`src/rtl/fetch_sequencer.sv`:
```
// Fetch sequencer: owns the fetch PC, absorbs redirects that arrive
// while fetch is stalled, and parks in HALTED until reset.
module fetch_sequencer #(
   parameter logic [31:0] PC_INIT = 32'h0000_0000,
   parameter int          JIMM_W  = 26
) (
   input  logic              CLK,
   input  logic              RST,
   input  logic              ihit,
   input  logic              stall,
   input  logic              halt,
   input  logic              Branch,
   input  logic              Jump,
   input  logic              JR,
   input  logic [31:0]       bimm,
   input  logic [JIMM_W-1:0] jimm,
   input  logic [31:0]       jraddr,
   output logic [31:0]       pcaddr,
   output logic [31:0]       nxt_pc,
   output logic              imemREN,
   output logic              flush,
   output logic              halted
);

   typedef enum logic [1:0] {
      FETCH  = 2'd0,
      PEND   = 2'd1,
      HALTED = 2'd2
   } state_t;

   state_t      state;
   state_t      state_n;
   logic [31:0] pend_tgt;
   logic [31:0] pend_n;
   logic [31:0] pc_n;
   logic        flush_n;
   logic [31:0] seq_pc;
   logic [31:0] tgt;
   logic [27:0] jlow;
   logic        redir;
   logic        adv;

   assign seq_pc = pcaddr + 32'd4;
   assign jlow   = 28'({jimm, 2'b00});
   assign redir  = JR | Jump | Branch;
   assign adv    = ihit & ~stall;

   // Redirect target, JR beats Jump beats Branch
   always_comb begin
      tgt = seq_pc + (bimm << 2);
      if (JR)
         tgt = jraddr;
      else if (Jump)
         tgt = {seq_pc[31:28], jlow};
   end

   // State, PC, pending target and flush registers
   always_ff @(posedge CLK) begin
      if (RST) begin
         state    <= FETCH;
         pcaddr   <= PC_INIT;
         pend_tgt <= 32'd0;
         flush    <= 1'b0;
      end else begin
         state    <= state_n;
         pcaddr   <= pc_n;
         pend_tgt <= pend_n;
         flush    <= flush_n;
      end
   end

   // Next state: halt wins, then advance, then park a redirect
   always_comb begin
      state_n = state;
      pc_n    = pcaddr;
      pend_n  = pend_tgt;
      flush_n = 1'b0;
      unique case (state)
         FETCH: begin
            if (halt) begin
               state_n = HALTED;
               pend_n  = 32'd0;
            end else begin
               flush_n = redir;
               if (adv)
                  pc_n = redir ? tgt : seq_pc;
               else if (redir) begin
                  pend_n  = tgt;
                  state_n = PEND;
               end
            end
         end
         PEND: begin
            if (halt) begin
               state_n = HALTED;
               pend_n  = 32'd0;
            end else begin
               flush_n = redir;
               if (adv) begin
                  pc_n    = redir ? tgt : pend_tgt;
                  state_n = FETCH;
               end else if (redir)
                  pend_n = tgt;
            end
         end
         HALTED: ;
         default: state_n = FETCH;
      endcase
   end

   // Outputs decoded from state
   always_comb begin
      nxt_pc  = seq_pc;
      halted  = (state == HALTED);
      imemREN = (state != HALTED) & ~RST;
   end

endmodule

```
`config.mk`:
```
export PLATFORM = sky130hd
export DESIGN_NAME = fetch_sequencer
export DESIGN_NICKNAME = d
export VERILOG_FILES = /design/src/rtl/fetch_sequencer.sv
export SDC_FILE = /design/constraint.sdc
export NUM_CORES = 1
export LEC_CHECK = 0
export CORE_ASPECT_RATIO = 1.1
export CORE_UTILIZATION = 49
export CTS_CLUSTER_DIAMETER = 80
export CTS_CLUSTER_SIZE = 14
export DETAILED_ROUTE_END_ITERATION = 7
export GPL_ROUTABILITY_DRIVEN = 0
export HOLD_SLACK_MARGIN = 0.1
export PLACE_DENSITY = 0.92
export SETUP_SLACK_MARGIN = 0.05
export SLEW_MARGIN = 10
export SYNTH_ARGS = -nofsm -noshare
export SYNTH_HDL_FRONTEND = slang
export SYNTH_SLANG_ARGS = --single-unit
```
`constraint.sdc`:
```
create_clock -name CLK -period 4 [get_ports CLK]
set_clock_uncertainty 0.05 [all_clocks]
set_input_delay 0.6 -clock CLK [delete_from_list [all_inputs] [get_ports CLK]]
set_output_delay 0.6 -clock CLK [all_outputs]
set_load 0.01 [all_outputs]
```
==> out/results.txt <==
Combinational power share: 0.318
R2R setup slack: 150 ps
Power, Total: 0.002297 W
Reg-to-reg startpoint: pcaddr[11]$_SDFFE_PP0P_
Yosys warns: 0
WHS Path Cells: 2
Vias in the first global route: 6,830
Ant. Diodes: 0
CTS Root Cell: clkbuf_16
Synthesized cell area: 5708 sq um
Yosys top cell area share: 0.2350
Via count: 7,130
Seq/Total Area, Yosys: 0.2350
Final critical-path required period: 3845 ps
Net count, final: 1,076
Post-DR vias/cell: 6.541
First-iteration detailed-routing DRC count: 957
Syn nets: 888
TritonCTS Buffers: 9
Critical path data required time: 4140 ps
FP Rows: 40
Die area: 12,090 sq um
Num ports: 165
HP Start: pend_tgt[27]$_SDFFE_PP0P_
Max IR drop VDD: 0.1720 mV
P_leak: 3.294 nW
H-tree Lvls: 3
Fin crit share: 0.9613
Part of the power in the clock network: 0.360
Hold Vio Cnt, Final: 0
Hold_buf cts: 0
Crit path kind: reg -> reg
Final slew viol count: 0
Post-route DRC violation count: 0
RSZ-0062 raised after global routing: true
Max_slew headroom: 0.4928
EDFF count, synth: 0
I/O Buffers: 162
Synthesis-to-layout area growth: 41.85%
Max Fclk: 260.1 MHz
Global-route usage over all layers: 0.3511
Switch Pwr: 0.0007206 W
Layout cells sized above 1: 0.1220
WHS Endpoint: pend_tgt[27]$_SDFFE_PP0P_
Placed instance area: 7660 sq um
Switching Fraction: 0.3137
Initial Utilization: 0.5137
Startpoint Class: flop
Min Hold Slack: 404.6 ps
Maximum fanout along the worst path: 5
Yosys reg bits: 67
Synth Flop Type: dfxtp_1
R2R cell count: 14
Netlist cell types: 70
Most frequent cells in the layout: 161 x clkdlybuf4s50_1, 97 x nor2_1, 76 x nand2_1, 63 x dfxtp_1, 56 x buf_4
Commonest non-fill, non-tap cell in the layout: clkdlybuf4s50_1
Internal power: 0.001576 W
Max Cap Viol: 0
Total Wirelength: 21.93 mm
Synth area leader: dfxtp_1
Place WS: -1.566 ps
Cell Pwr Density: 283.7 nW/um^2
Fin area: 8097 sq um
Hold crit path type: reg -> reg
Worst Tran Pin Value: 755.0 ps
Top cells by area, synth: dfxtp_1 23%, ha_1 8.1%, nor2_1 6.6%
Gate Count Post-Synth: 752
Clock Latency Late Sink: 340 ps
Pin count of the biggest net entering global routing: 33
Core Area: 11,110 sq um
First-pass GRT wire length: 33.46 mm
Async SR Flop Fraction: 0
PnR worst setup slack: 154.8 ps
CTS Sinks: 67
Total grt overflow: 0
Die Y: 115.2 microns
Reg power frac: 0.322
CTS clk-pin slew, worst paths: 60 ps
Routed Antenna Nets: 0
Mean area per synthesized cell: 7.590 sq um
Critical Path AT: 3990 ps
Initial antenna violation count: 0
Wirelength per Cell: 20.12 microns
CP Capture Type: flop
Status: complete, no violations
Post-DP HPWL: 15.70 mm
Setup violators final: 0
Drt pass-1 iters: 8
Clk buf depth: 2
Worst r2r dst: pcaddr[31]$_SDFFE_PP0P_
Die extent in x: 104.9 microns
Setup TNS: 0 ps
CTS tree: built
synthesized netlist by cell type, drive strengths merged, types with 7 or more instances:
| cell | count |
|---|---|
| nor2 | 101 |
| nand2 | 77 |
| dfxtp | 67 |
| a21oi | 52 |
| o21ai | 42 |
| ha | 37 |
| clkbuf | 35 |
| nand3 | 26 |
| xnor2 | 26 |
| nor3 | 24 |
| a211oi | 23 |
| a221oi | 22 |
| xor2 | 21 |
| a21o | 17 |
| inv | 15 |
| nand4 | 13 |
| a221o | 12 |
| nand2b | 10 |
| a2bb2oi | 9 |
| and3 | 9 |
| and4 | 8 |
| a22oi | 7 |
| a31oi | 7 |
| nor4 | 7 |
| o21bai | 7 |
kinds of logic after synthesis:
| family | count (synthesis) | synth area share |
|---|---|---|
| compound gates | 243 | 0.2979 |
| xor+xnor | 47 | 0.07343 |
| fa+ha+maj | 38 | 0.08461 |
| buf+inv | 56 | 0.05261 |
| flops | 67 | 0.2350 |
| mux | 4 | 0.007453 |
| simple gates | 297 | 0.2490 |
registers in the layout, indices dropped and copies added (netlist names):
signal,count
flush,1
pcaddr,32
pend_tgt,32
state,2
worst max path at each step:
stage          slack (ps)                     from                       to  cells after the start
4_1_cts                50  pcaddr[11]$_SDFFE_PP0P_  pcaddr[25]$_SDFFE_PP0P_                     12
6_report              150  pcaddr[11]$_SDFFE_PP0P_  pcaddr[31]$_SDFFE_PP0P_                     14
5_1_grt                20  pcaddr[11]$_SDFFE_PP0P_  pcaddr[25]$_SDFFE_PP0P_                     13
3_3_place_gp          100   pcaddr[3]$_SDFFE_PP0P_  pcaddr[25]$_SDFFE_PP0P_                     13
2_1_floorplan          90   pcaddr[2]$_SDFFE_PP0P_  pcaddr[25]$_SDFFE_PP0P_                     13
3_5_place_dp           -2   pcaddr[3]$_SDFFE_PP0P_  pcaddr[25]$_SDFFE_PP0P_                     13
area by class of cell:
type	count	area, sq um
fill	823	3014
timing repair buffer	218	2037
inverter	15	56.30
tap	147	183.9
sequential	67	1346
multi-input combinational	629	4172
clock inverter	2	35.03
clock buffer	12	266.5
through the flow:
step	instances	utilization
floorplan	752	-
global placement	1072	0.6894
detailed placement	1072	0.6894
CTS	1086	0.7194
global route	1090	0.7287
finish	1090	0.7287
per-layer routing:
metal  routed length [microns]  GRT usage
met1                      7886     0.4159
met5                         0          0
met3                      2553    0.06689
met4                      1457     0.2235
met2                     10030     0.5894
critical path, stage by stage (launching register included):
cell      delay [ps]
dfxtp_2          380
and4_4           270
nand4_1          170
buf_4            220
nor4b_2          330
xor2_1           240
ha_1             290
a21o_1           160
a21o_1           170
a21oi_1          270
nand2_1          130
or4b_1           550
a211o_2          320
nand3_2           70
a211oi_2          60
power by group through the flow:
stage / clock network (W) / logic [W] / registers (W)
2_1_floorplan: 0 / 0.000373 / 0.000756
3_3_place_gp: 0 / 0.000676 / 0.000749
3_5_place_dp: 0 / 0.000689 / 0.000751
4_1_cts: 0.000819 / 0.000699 / 0.000737
5_1_grt: 0.000851 / 0.000775 / 0.000743
6_report: 0.000828 / 0.000730 / 0.000739
repair_timing:
item                                    in CTS  in global routing
endpoints found under the hold margin        0                  0
pin swaps                                    0                  4
endpoints found under the setup margin       3                 10
buffers inserted                             0                  4
gates resized for setup                      6                 19
Note: power is estimated with default switching activity, not from simulation.
